<file path="src/rtl/uart_frame_scheduler.sv">
`default_nettype none
// ============================================================================
// Module      : uart_frame_scheduler
// Description : Round-robin arbiter that lets NUM_SRC requesters share one
//               byte-wide UART transmitter. Each grant sends a 7-byte ASCII
//               frame: source tag, four uppercase hex digits, CR, LF.
// Revision    : 1.0 - initial release
// ============================================================================
module uart_frame_scheduler #(
    parameter int         NUM_SRC  = 3,
    parameter logic [7:0] TAG_BASE = 8'h41
) (
    input  logic                  clk,
    input  logic                  reset,
    input  logic [NUM_SRC-1:0]    req,
    input  logic [NUM_SRC*16-1:0] data_in,
    output logic [NUM_SRC-1:0]    ack,
    input  logic                  tx_ready,
    output logic                  tx_start,
    output logic [7:0]            tx_byte,
    output logic                  busy,
    output logic [1:0]            grant_id
);

    localparam logic [2:0] C_FRAME_BYTES = 3'd7;

    typedef enum logic [2:0] {
        ST_IDLE = 3'd0,
        ST_LOAD = 3'd1,
        ST_SEND = 3'd2,
        ST_WAIT = 3'd3,
        ST_DONE = 3'd4
    } state_t;

    state_t      state_q, state_d;
    logic [1:0]  ptr_q,   ptr_d;
    logic [1:0]  grant_q, grant_d;
    logic [2:0]  cnt_q,   cnt_d;
    logic [15:0] data_q,  data_d;
    logic        busy_q,  busy_d;

    logic [1:0]  winner;
    logic        any_req;
    logic [1:0]  idx;
    logic        hit;
    logic [15:0] sel_data;
    logic [7:0]  cur_byte;

    // Next source index with wrap-around at NUM_SRC.
    function automatic logic [1:0] wrap_inc(input logic [1:0] v);
        return (int'(v) + 1 >= NUM_SRC) ? 2'd0 : v + 2'd1;
    endfunction

    // Uppercase ASCII for one nibble.
    function automatic logic [7:0] hex_ascii(input logic [3:0] nib);
        return (nib < 4'd10) ? (8'h30 + {4'h0, nib}) : (8'h37 + {4'h0, nib});
    endfunction

    // Round-robin search starting at ptr, first requesting source wins.
    always_comb begin
        any_req = 1'b0;
        winner  = ptr_q;
        idx     = ptr_q;
        hit     = 1'b0;
        for (int k = 0; k < NUM_SRC; k++) begin
            hit = 1'b0;
            for (int i = 0; i < NUM_SRC; i++) begin
                if (idx == 2'(i)) begin
                    hit = req[i];
                end
            end
            if (!any_req && hit) begin
                any_req = 1'b1;
                winner  = idx;
            end
            idx = wrap_inc(idx);
        end
    end

    // Select the granted source's data word for latching.
    always_comb begin
        sel_data = 16'h0000;
        for (int i = 0; i < NUM_SRC; i++) begin
            if (grant_q == 2'(i)) begin
                sel_data = data_in[16*i +: 16];
            end
        end
    end

    // Frame byte addressed by the byte counter.
    always_comb begin
        cur_byte = 8'h0A;
        case (cnt_q)
            3'd0:    cur_byte = TAG_BASE + {6'b0, grant_q};
            3'd1:    cur_byte = hex_ascii(data_q[15:12]);
            3'd2:    cur_byte = hex_ascii(data_q[11:8]);
            3'd3:    cur_byte = hex_ascii(data_q[7:4]);
            3'd4:    cur_byte = hex_ascii(data_q[3:0]);
            3'd5:    cur_byte = 8'h0D;
            default: cur_byte = 8'h0A;
        endcase
    end

    // Frame sequencing: next state, datapath updates and strobe outputs.
    always_comb begin
        state_d  = state_q;
        ptr_d    = ptr_q;
        grant_d  = grant_q;
        cnt_d    = cnt_q;
        data_d   = data_q;
        busy_d   = busy_q;
        tx_start = 1'b0;
        tx_byte  = 8'h00;
        ack      = '0;
        case (state_q)
            ST_IDLE: begin
                if (any_req) begin
                    grant_d = winner;
                    busy_d  = 1'b1;
                    state_d = ST_LOAD;
                end
            end
            ST_LOAD: begin
                data_d  = sel_data;
                cnt_d   = 3'd0;
                state_d = ST_SEND;
            end
            ST_SEND: begin
                if (tx_ready) begin
                    tx_start = 1'b1;
                    tx_byte  = cur_byte;
                    state_d  = ST_WAIT;
                end
            end
            ST_WAIT: begin
                // Released as soon as the transmitter reports ready again.
                if (tx_ready) begin
                    cnt_d   = cnt_q + 3'd1;
                    state_d = (cnt_d < C_FRAME_BYTES) ? ST_SEND : ST_DONE;
                end
            end
            ST_DONE: begin
                for (int i = 0; i < NUM_SRC; i++) begin
                    if (grant_q == 2'(i)) begin
                        ack[i] = 1'b1;
                    end
                end
                ptr_d   = wrap_inc(grant_q);
                busy_d  = 1'b0;
                state_d = ST_IDLE;
            end
            default: state_d = ST_IDLE;
        endcase
        // Strobes are held quiet for the whole reset window, not just after it.
        if (reset) begin
            tx_start = 1'b0;
            tx_byte  = 8'h00;
            ack      = '0;
        end
    end

    assign busy     = busy_q & ~reset;
    assign grant_id = reset ? 2'd0 : grant_q;

    // State and datapath registers with synchronous reset.
    always_ff @(posedge clk) begin
        if (reset) begin
            state_q <= ST_IDLE;
            ptr_q   <= 2'd0;
            grant_q <= 2'd0;
            cnt_q   <= 3'd0;
            data_q  <= 16'h0000;
            busy_q  <= 1'b0;
        end else begin
            state_q <= state_d;
            ptr_q   <= ptr_d;
            grant_q <= grant_d;
            cnt_q   <= cnt_d;
            data_q  <= data_d;
            busy_q  <= busy_d;
        end
    end

endmodule
`default_nettype wire
</file>
<file path="config.mk">
export PLATFORM = sky130hd
export DESIGN_NAME = uart_frame_scheduler
export DESIGN_NICKNAME = d
export VERILOG_FILES = /design/src/rtl/uart_frame_scheduler.sv
export SDC_FILE = /design/constraint.sdc
export NUM_CORES = 1
export LEC_CHECK = 0
export ABC_AREA = 1
export BUFFER_PORTS_ARGS = -buffer_cell sky130_fd_sc_hd__buf_4
export CAP_MARGIN = 20
export CORE_MARGIN = 4
export CORE_UTILIZATION = 30
export DETAILED_ROUTE_END_ITERATION = 16
export SYNTH_ARGS = -nofsm -noshare
export SYNTH_HDL_FRONTEND = slang
export SYNTH_SLANG_ARGS = --single-unit
</file>
<file path="constraint.sdc">
create_clock -name clk -period 3.37 [get_ports clk]
set_clock_uncertainty 0.05 [all_clocks]
set_input_delay 0.674 -clock clk [delete_from_list [all_inputs] [get_ports clk]]
set_output_delay 0.674 -clock clk [all_outputs]
set_load 0.05 [all_outputs]
</file>
=== Word-level counts from Yosys, hierarchy flattened ===
Index checks and enable logic that the tools add are counted.
W data, S select, Z words.

* Register bits after elaboration: 27
* Input bits: 54
* Output and inout port bits: 15
* Logic and storage cells: 114

* Add/subtract/negate cells: 16
* Order comparisons: 8
* Eq/ne operators: 20
* Multiplexer cells: 46
* Bitwise operators: 2
* Reductions and logical operators: 16

{| class="wikitable"
|+ Operators by type and width
! kind !! number
|-
| $add A6 B4 Y7 const A || 8
|-
| $mux W16 || 3
|-
| $pmux W8 S6 || 1
|-
| $mux W7 || 4
|-
| $mux W8 || 3
|-
| $mux W3 || 7
|-
| $mux W1 || 19
|-
| $lt A4 B4 Y1 const B || 4
|-
| $eq A3 B2 Y1 const B || 4
|-
| $mux W2 || 6
|-
| $pmux W3 S4 || 1
|-
| $add A2 B1 Y3 const B || 3
|-
| $eq A3 B3 Y1 const B || 3
|-
| $ge A3 B2 Y1 const B || 3
|-
| $add A7 B2 Y8 const A || 1
|-
| $eq A2 B1 Y1 const B || 4
|-
| $eq A2 B2 Y1 const B || 4
|-
| $logic_not A2 Y1 || 4
|-
| $add A2 B1 Y2 const B || 3
|-
| $eq A3 B1 Y1 const B || 2
|-
| $logic_not A3 Y1 || 2
|-
| $ne A2 B2 Y1 const B || 3
|-
| $pmux W3 S2 || 1
|-
| $reduce_and A2 Y1 || 3
|-
| 9 further kinds || 12
|}

=== Longest topological paths before layout ===
* Depth in word-level cells: 14
* Gate-level depth with buffers: 10
* Mapped depth without buffers: 10

=== Least setup slack after synthesis ===
OpenSTA, ideal clock, no wires.

* Path kind: in2out
* Start point: input reset
* End point: output tx_byte[6]
* Arrival: 2.196 ns
* Data required time: 2.646 ns
* Path slack: 0.450 ns
* Stages on the path: 5
* Buffers on the path: 0
* Cells stage by stage: inv_1 -> nand3_1 -> inv_1 -> nand2_1 -> a21oi_1

* Word-level cells in the longest chain between the ends: 1

{| class="wikitable"
|+ RTL lines
! what !! line !! RTL
|-
| start: declaration || 14 || <nowiki>input logic reset,</nowiki>
|-
| $mux W8 || 155 || <nowiki>if (reset) begin</nowiki>
|-
| end: declaration || 20 || <nowiki>output logic [7:0] tx_byte,</nowiki>
|}

No other way between the ends.

=== Final worst setup path ===
* Start point: register cnt_q[1]
* End point: output tx_byte[3]

* Word-level cells in the longest chain between the ends: 5
* Elaborated cells on any way between the ends: 10
* Classes of those cells: eq/ne: 5; mux: 4; reduce/logical: 1

{| class="wikitable"
|+ RTL lines
! what !! line !! RTL
|-
| start: declaration || 38 || <nowiki>logic [2:0] cnt_q, cnt_d;</nowiki>
|-
| start signal: assignment || 178 || <nowiki>cnt_q <= cnt_d;</nowiki>
|-
| $eq A3 B3 Y1 (tied with other cells) || 93 || <nowiki>case (cnt_q)</nowiki>
|-
| $pmux W8 S6 (*) || 93 ||
|-
| $mux W8 (*) || 129 || <nowiki>if (tx_ready) begin</nowiki>
|-
| $mux W8 (*) || 115 || <nowiki>case (state_q)</nowiki>
|-
| $mux W8 (*) || 155 ||
|}

Every way passes the cells marked *; elsewhere a longest branch is shown, timed or not.

==> results.yml <==
outcome:
  status: "completed"
clock_network:
  htree_levels: 1
  cts_tree: "yes"
  cts_setup_buffers: 0
  cts_sinks: 27
  cts_root_buf: "clkbuf_8"
  clk_pin_slew_ns: 0.10
  cts-resized-gates: 0
  cts_hold_buf: 0
  clk_latency_ns: 0.27
  numCtsBuffers: 3
  cts.path.max_buffers: 2
floorplanning:
  rows: 31
  io_pins: 69
  die_w_um: 96.2
  start_util: 0.315
  core_area_um2: 7410
  die_area_um2: 9250
  fp.dieH_um: 96.2
setup_path:
  timing.critical_path.buf_inv: 4
  slowest_delay_ns: 0.35
  crit_fanout: 5
  cp_cell_sequence: "inv_1 > ha_1 > inv_1 > nor2_1 > inv_1 > nor2_1 > nand2_1 > nand2_1 > nor3_1 > nor2_1 > buf_4"
  cp-end-kind: "output pin"
  cp_top_family: "simple AND/OR/NAND/NOR gates"
  required_ns: 2.65
  critPathSlowestCell: "dfxtp_1"
  crit_arrival_ns: 1.99
  crit_type: "reg2out"
  startpoint_type: "flop"
yosys:
  async_flop_share: 0
  synthFlopType: "dfxtp_1"
  syn_nets: 460
  synth_top_area_frac: 0.232
  synth.distinct_cells: 30
  ys_warn_count: 0
  syn_area_um2: 2330
  yosysSeqAreaShare: 0.232
  synth.area.top_cells: "dfxtp_1 23%, nand2_1 17%, ha_1 7.5%"
  synth-seq-cells: 27
  avgSynthCellArea_um2: 5.95
  synth_top_cell_by_area: "dfxtp_1"
  netlist_instances: 392
  synth-edff-count: 0
global_route:
  grt_usage: 0.144
  antenna_found_initial: 0
  grt_first_pass_wirelength_um: 10800
  grt-ovfl-total: 0
  grt_pass1_vias: 2489
  grt_start_max_net_pins: 34
routing:
  route.detailed.drc: 0
  drt_iter0_markers: 161
  via_count: 2636
  wire_per_inst_um: 11.9
  via_per_inst: 4.77
  ant_nets: 0
  wirelength_um: 6570
  dr.pass1.iters: 4
final_layout:
  fin_util: 0.401
  fill_cells: 816
  layout_common_cells: "107 x nand2_1, 72 x buf_4, 41 x inv_1"
  n_antenna_cell: 0
  areaGrowthSynthToFinish_pct: 27.3
  drive_gt1_frac: 0.227
  regArea_um2: 541
  layout_commonest_cell: "nand2_1"
  multiInputGateArea_um2: 1540
  fin_cells: 553
  fin_nets: 523
  fin_area_um2: 2970
sta:
  slew_viol_final: 0
  report.final.hold_viol_count: 0
  fin_setup_tns_ns: 0
  grt_setup_unrepaired: "false"
  worst_slew_pin_slew_ns: 0.617
  finalSetupViolCount: 0
  relSlewSlack: 0.589
  holdWs_ns: 0.472
  min_period_ns: 2.71
  max_freq_mhz: 369
  period_share: 0.804
job:
  maxCapViolCount: 0
power:
  power.density_nw_per_um2: 320
  leakage_nw: 1.45
  ir_worst_vdd_mv: 0.128
placed_design:
  io_buffers: 67
  dpl.hpwl_um: 5440
  place.gp.congestion: 0.938
  dpl_cell_area_um2: 2920
  dpl.cell_count: 549
worst_hold_path:
  holdCritPathClass: "reg2reg"
==> cells by family (layout without fill, tap and decap cells) <==
group / count (synthesis) / in the layout / synth area share
AO/OA/AOI/OAI: 95 / 95 / 0.226
buffers and inverters: 61 / 123 / 0.107
other: 1 / 1 / 0.00161
adder cells (fa/ha/maj): 14 / 14 / 0.0751
flip-flops: 27 / 27 / 0.232
AND/OR/NAND/NOR: 194 / 194 / 0.358
==> cell type report <==
cell class / count / area share
Tap cell: 99 / 0.0417
Sequential cell: 27 / 0.182
Multi-Input combinational cell: 304 / 0.520
Timing Repair Buffer: 72 / 0.182
Inverter: 47 / 0.0594
Clock buffer: 4 / 0.0152
==> worst paths after layout <==
check / startpoint / to / slack (ns) / cells past startpoint
min: cnt_q[1]$_SDFFE_PP0P_ / cnt_q[1]$_SDFFE_PP0P_ / 0.47 / 2
max: cnt_q[1]$_SDFFE_PP0P_ / tx_byte[3] / 0.66 / 11
min reg2reg: cnt_q[1]$_SDFFE_PP0P_ / cnt_q[1]$_SDFFE_PP0P_ / 0.47 / 2
max reg2reg: grant_q[1]$_SDFFE_PP0P_ / data_q[6]$_SDFFE_PP0P_ / 1.66 / 6
==> cell usage after synthesis (3+ instances only) <==
master and number:
o21ai_0 30, o21ai_1 15, nor2_1 38, dfxtp_1 27, a21oi_2 11, inv_1 41
nand3_1 30, nand4_1 5, nand2_1 107, nand2_2 4, clkbuf_1 5, inv_2 5
buf_2 4, a21oi_1 34, nor2_2 3, ha_1 14
==> worst reg2reg max path, cell delays in order (launching register included) <==
cell and delay, ns:
dfxtp_1 0.34, inv_1 0.15, ha_1 0.58, nand2_1 0.11
o21ai_0 0.17, nand2_1 0.08, a21oi_1 0.16
==> where the power goes <==
part / internal (mW) / total [mW] / switching (mW)
logic: 0.150 / 0.376 / 0.227
registers: 0.353 / 0.383 / 0.0303
clock network: 0.0849 / 0.191 / 0.107
total: 0.588 / 0.951 / 0.364
==> state kept, by name, indices dropped and copies added (netlist names) <==
name / flops
data_q: 16
cnt_q: 3
state_q: 3
grant_q: 2
ptr_q: 2
busy_q: 1
==> layer usage <==
metal	global-route usage	part of all wire	vias to the layer above
li1	-	-	1394
met1	0.178	0.45	1212
met2	0.270	0.52	30
met3	0.0235	0.031	0
met4	0.00711	0	0
met5	0	0	-
==> metrics by stage <==
stage | setup WS, ns | total power, mW
after global routing | 0.448 | 1.03
after global placement | 0.979 | 0.763
final | 0.661 | 0.951
after CTS | 0.668 | 0.964
after detailed placement | 0.930 | 0.769
after floorplan | 0.450 | 0.650
No activity file was read; power rests on OpenSTA's default activity.
